--- config.mk ---
export PLATFORM = sky130hd
export DESIGN_NAME = pwm_deadtime_gen
export DESIGN_NICKNAME = d
export VERILOG_FILES = /design/src/rtl/pwm_deadtime_gen_pkg.sv /design/src/rtl/pwm_dt_timer.sv /design/src/rtl/pwm_deadtime_gen.sv
export SDC_FILE = /design/constraint.sdc
export NUM_CORES = 1
export LEC_CHECK = 0
export ABC_AREA = 1
export CORE_UTILIZATION = 55
export DETAILED_ROUTE_END_ITERATION = 16
export GPL_ROUTABILITY_DRIVEN = 0
export PLACE_DENSITY = 0.85
export RECOVER_POWER = 25
export SLEW_MARGIN = 20
export SYNTH_ARGS = -nofsm -noshare
export SYNTH_HDL_FRONTEND = slang
export SYNTH_SLANG_ARGS = --single-unit
--- constraint.sdc ---
create_clock -name clk_i -period 4.5 [get_ports clk_i]
set_input_delay 0.9 -clock clk_i [delete_from_list [all_inputs] [get_ports clk_i]]
set_output_delay 0.9 -clock clk_i [all_outputs]
set_load 0.01 [all_outputs]
--- src/rtl/pwm_deadtime_gen_pkg.sv ---
// pwm_deadtime_gen_pkg: state encoding and default counter width for the dead-time generator
package pwm_deadtime_gen_pkg;
  localparam int DT_WIDTH = 16;
  typedef enum logic [2:0] {
    IDLE    = 3'd0,
    LOW_ON  = 3'd1,
    DT_RISE = 3'd2,
    HIGH_ON = 3'd3,
    DT_FALL = 3'd4
`ifdef PWM_DT_FAULT_EN
    , FAULT = 3'd5
`endif
  } state_e;
endpackage

--- src/rtl/pwm_dt_timer.sv ---
// pwm_dt_timer: loadable down-counter whose expire flag marks the last cycle of a dead-time interval (count==1)
module pwm_dt_timer
  import pwm_deadtime_gen_pkg::*;
#(
  parameter int DtWidth = DT_WIDTH
) (
  input  logic               clk_i,
  input  logic               rst_i,
  input  logic               load_i,
  input  logic               en_i,
  input  logic [DtWidth-1:0] load_val_i,
  output logic               expire_o
);
  logic [DtWidth-1:0] cnt_q, cnt_d;
  always_comb cnt_d = load_i ? load_val_i : (en_i && cnt_q != '0) ? cnt_q - 1'b1 : cnt_q;
  always_ff @(posedge clk_i) cnt_q <= rst_i ? '0 : cnt_d;
  assign expire_o = cnt_q == DtWidth'(1);
endmodule

--- src/rtl/pwm_deadtime_gen.sv ---
// pwm_deadtime_gen: complementary high/low drive with rise/fall dead time and short-pulse suppression; PWM_DT_FAULT_EN adds fault_i/fault_clear_i/fault_o
module pwm_deadtime_gen
  import pwm_deadtime_gen_pkg::*;
#(
  parameter int DtWidth = DT_WIDTH
) (
  input  logic               clk_i,
  input  logic               rst_i,
  input  logic               enable_i,
  input  logic               pwm_i,
  input  logic [DtWidth-1:0] deadtime_rise_i,
  input  logic [DtWidth-1:0] deadtime_fall_i,
  input  logic               clear_i,
`ifdef PWM_DT_FAULT_EN
  input  logic               fault_i,
  input  logic               fault_clear_i,
  output logic               fault_o,
`endif
  output logic               pwm_high_o,
  output logic               pwm_low_o,
  output logic               dt_active_o,
  output logic [DtWidth-1:0] suppressed_cnt_o
);
  state_e state_q, state_d;
  logic [DtWidth-1:0] sup_q, sup_d, load_val;
  logic load, tmr_en, expire, inc;
  assign load_val = state_q == HIGH_ON ? deadtime_fall_i : deadtime_rise_i;
  pwm_dt_timer #(.DtWidth(DtWidth)) u_timer (
    .clk_i      (clk_i),
    .rst_i      (rst_i),
    .load_i     (load),
    .en_i       (tmr_en),
    .load_val_i (load_val),
    .expire_o   (expire)
  );
  always_comb begin
    state_d = state_q;
    load = 1'b0;
    tmr_en = 1'b0;
    inc = 1'b0;
`ifdef PWM_DT_FAULT_EN
    if (fault_i) state_d = FAULT;
    else if (state_q == FAULT) state_d = fault_clear_i ? IDLE : FAULT;
    else
`endif
    if (!enable_i) state_d = IDLE;
    else case (state_q)
      IDLE, LOW_ON: if (pwm_i || state_q == IDLE) begin
        state_d = !pwm_i ? LOW_ON : load_val == '0 ? HIGH_ON : DT_RISE;
        load = pwm_i;
      end
      HIGH_ON: if (!pwm_i) begin
        state_d = load_val == '0 ? LOW_ON : DT_FALL;
        load = 1'b1;
      end
      DT_RISE: begin
        state_d = expire ? HIGH_ON : pwm_i ? DT_RISE : LOW_ON;
        tmr_en = 1'b1;
        inc = !expire && !pwm_i;
      end
      DT_FALL: begin
        state_d = expire ? LOW_ON : pwm_i ? HIGH_ON : DT_FALL;
        tmr_en = 1'b1;
        inc = !expire && pwm_i;
      end
      default: state_d = IDLE;
    endcase
  end
  always_comb sup_d = clear_i ? '0 : (inc && sup_q != '1) ? sup_q + 1'b1 : sup_q;
  always_ff @(posedge clk_i) begin
    if (rst_i) begin
      state_q <= IDLE;
      sup_q <= '0;
    end else begin
      state_q <= state_d;
      sup_q <= sup_d;
    end
  end
  assign pwm_high_o = state_q == HIGH_ON;
  assign pwm_low_o = state_q == LOW_ON;
  assign dt_active_o = state_q == DT_RISE || state_q == DT_FALL;
  assign suppressed_cnt_o = sup_q;
`ifdef PWM_DT_FAULT_EN
  assign fault_o = state_q == FAULT;
`endif
endmodule

==> impl_metrics.toml <==
[yosys]
ys_top_cells_by_area = "sky130_fd_sc_hd__dfxtp_1, sky130_fd_sc_hd__nand2_1, sky130_fd_sc_hd__nor2_1, sky130_fd_sc_hd__nand3_1, sky130_fd_sc_hd__xor2_1"
synth_top_area_share_pct = 26.2
post_synth_fa_ha_maj_area_fraction_pct = 1.87
synth_cell_types = 37
synth-xor-area-share_pct = 8.51
synth.largest_area_cell = "sky130_fd_sc_hd__dfxtp_1"
synth_sequential_area_ratio_pct = 26.2
synth_top_flop_cell = "sky130_fd_sc_hd__dfxtp_1"
avgSynthCellArea_um2 = 6.40
synth-compound-area-share_pct = 9.49
synth_edf_count = 0
synth_async_sr_flop_share_pct = 0
yosys_warnings = 0
netlist_area_um2 = 2680
dominant_combinational_cell_family_by_area_after_synthesis = "simple AND/OR/NAND/NOR gates"
yosys_register_bits = 35
mappedNetlistNets = 459
syn-instance-count = 418
simple_gate_fraction_of_synth_area_pct = 45.0
synthMuxAreaShare_pct = 0

[die]
design.core.area_um2 = 4690
initial_utilization_pct = 57.0
io_pins = 56
dieWidth_um = 71.8
die_area_um2 = 5150
die_h_um = 71.8
placement_rows = 25

[timing]
setup_tns_final_ns = 0
final-hold-violation-count = 0
timing.final.crit_period_ns = 3.50
final_min_period_over_clock_period_pct = 77.8
clock.fmax_mhz = 286
grt_setup_unrepaired = "false"
final.hold.worst_slack_ns = 0.498
worst-slew-pin-transition_ns = 0.785
timing.final.max_slew_violations = 0
worst_clock_skew_ns = 0.00485
relSlewSlack_pct = 47.7
setup_viol_count_final = 0

[flow_run]
drv_cap = 0

[grt]
grt_antenna_before_repair = 0
maximum_number_of_pins_on_one_net_before_global_route_repair = 21
grt_first_pass_wirelength_um = 10300
grt_usage_pct = 25.2
vias_in_the_first_global_route = 2347
grt-ovfl-total = 0

[place]
number_of_placed_instances_with_taps_included = 513
detailed_place_hpwl_um = 4710
port-buffer-count = 55

[clock_network]
clock_pin_slew_on_the_worst_setup_and_hold_paths_ns = 0.07
cts_post_setup_buffers_inserted = 0
cts_repair_resize_count = 0
cts-buffers-inserted = 5
sink_count = 35
clock_tree.htree_level_count = 2
number_of_hold_buffers_added_after_cts = 0
worstSkewPairLatency_ns = 0.29
clock_tree_from_tritoncts = "built"
clk_root_buffer_cell = "sky130_fd_sc_hd__clkbuf_8"
clock_path_buffers = 2

[drt]
detail-route-antenna-nets = 0
routed-via-count = 2760
post_drt_via_cell_ratio = 5.30
drt-initial-drc-count = 249
totalWireLength_um = 6220
firstDrtPassIters = 5
drcViolationCount = 0
detail_routed_net_length_per_standard_cell_um = 11.9

[critical_path]
worst_reg2reg_path_depth = 9
cp_cell_sequence = "nand3_1 > inv_1 > clkdlybuf4s50_1"
levels_on_crit_path = 3
crit_arrival_ns = 2.60
worstPathMaxFanout = 20
slowest_delay_ns = 0.79
setup.worst_path.class = "reg -> out"
timing.critical_path.buf_inv = 2
slowest_stage = "sky130_fd_sc_hd__dfxtp_1"
worstPathRequired_ns = 3.60
critical-path-top-delay-family = "buffers and inverters"
worstSetupEndpointType = "output port"
cp-start-kind = "flip-flop"

[power_and_ir_drop]
clock_power_share_pct = 33.4
cellLeakagePower_nw = 1.40
internal_power_mw = 0.535
powerDensity_nw_per_um2 = 230
total_power_mw = 0.753
p_switching_mw = 0.218
ir_worst_vdd_uv = 133
p_seq_share_pct = 44.2
netSwitchingFraction_pct = 28.9
p_comb_share_pct = 22.4

[final_layout]
finish.cell_count_without_fillers = 521
most_common_library_cell_in_the_layout_ignoring_fill_and_taps = "sky130_fd_sc_hd__nand2_1"
post-route-util_pct = 69.8
layout-drive-gt1-share_pct = 9.21
final_nets = 507
area_growth_pct = 22.4
antenna-diode-count = 0
most-common-layout-cells = "sky130_fd_sc_hd__nand2_1, sky130_fd_sc_hd__nor2_1, sky130_fd_sc_hd__clkdlybuf4s50_1"

[hold_path]
timing.hold.worst_path_depth = 2
worst_hold_path_type = "reg -> reg"

[run_status]
run_status = "complete, no violations"
## through the flow
| step | worst slack, ns | instance area, um^2 |
|---|---|---|
| global route | 0.785 | 3280 |
| global placement | 1.80 | 3190 |
| CTS | 1.42 | 3290 |
| detailed placement | 1.74 | 3190 |
| finish | 1.00 | 3280 |
| floorplan | 2.62 | 2680 |
## cell families after synthesis
kind of cell	Yosys count
compound gates	37
xor+xnor	26
fa+ha+maj	4
buf+inv	48
flops	35
simple gates	268
## worst register-to-register path: stages (launching register included)
cell and delay [ns]:
sky130_fd_sc_hd__dfxtp_1 0.79, sky130_fd_sc_hd__nand3_1 0.61, sky130_fd_sc_hd__o21ai_1 0.30, sky130_fd_sc_hd__nand2_1 0.16, sky130_fd_sc_hd__nand2_2 0.11, sky130_fd_sc_hd__clkinv_2 0.19, sky130_fd_sc_hd__nand2_1 0.13, sky130_fd_sc_hd__nand3_1 0.09
sky130_fd_sc_hd__nand2_1 0.06, sky130_fd_sc_hd__inv_1 0.04
## registers in the layout (all words and copies together) (netlist names)
name	cells
state_q	3
suppressed_cnt_o	16
u_timer.cnt_q	16
## cells in the mapped netlist, types with 2 or more instances
master / n
sky130_fd_sc_hd__nor3_1: 7
sky130_fd_sc_hd__nand3_1: 27
sky130_fd_sc_hd__nand4_1: 17
sky130_fd_sc_hd__nand2_1: 150
sky130_fd_sc_hd__nand2_4: 4
sky130_fd_sc_hd__inv_2: 3
sky130_fd_sc_hd__nor2_1: 45
sky130_fd_sc_hd__buf_6: 3
sky130_fd_sc_hd__inv_4: 2
sky130_fd_sc_hd__nand3_4: 3
sky130_fd_sc_hd__a31oi_1: 8
sky130_fd_sc_hd__dfxtp_1: 35
sky130_fd_sc_hd__nand2_2: 11
sky130_fd_sc_hd__xnor2_1: 12
sky130_fd_sc_hd__o21ai_0: 3
sky130_fd_sc_hd__buf_2: 2
sky130_fd_sc_hd__ha_1: 4
sky130_fd_sc_hd__buf_4: 3
sky130_fd_sc_hd__xor2_1: 14
sky130_fd_sc_hd__clkbuf_1: 4
sky130_fd_sc_hd__inv_1: 27
sky130_fd_sc_hd__a21oi_2: 10
sky130_fd_sc_hd__a21oi_1: 10
## power groups by stage
stage | clock network (mW) | logic [mW] | registers [mW]
finish | 0.251 | 0.169 | 0.333
global route | 0.271 | 0.191 | 0.334
floorplan | 0 | 0.118 | 0.334
detailed placement | 0 | 0.166 | 0.339
CTS | 0.256 | 0.169 | 0.333
global placement | 0 | 0.163 | 0.339
## metal layers
layer	routed length, um	GRT usage [%]	up-vias	share of wire (%)
li1	-	-	1431	-
met1	3010	34.6	1212	48
met2	2730	39.4	109	44
met3	414	6.61	8	6.7
met4	57	6.10	0	0.92
met5	0	0	-	0
## final timing paths
path                          from  slack [ns]                to
setup / recovery        state_q[1]        1.00        pwm_high_o
hold / removal    u_timer.cnt_q[1]        0.50  u_timer.cnt_q[1]
setup reg to reg        state_q[1]        1.94  u_timer.cnt_q[7]
hold reg to reg   u_timer.cnt_q[1]        0.50  u_timer.cnt_q[1]
## area by class of cell
type,count,area [um^2]
sequential,35,701
multi-input combinational,335,1720
clock buffer,8,100
fill,390,1420
timing repair buffer,55,551
inverter,34,134
tap,54,67.6
(Power assumes the default switching activity.)
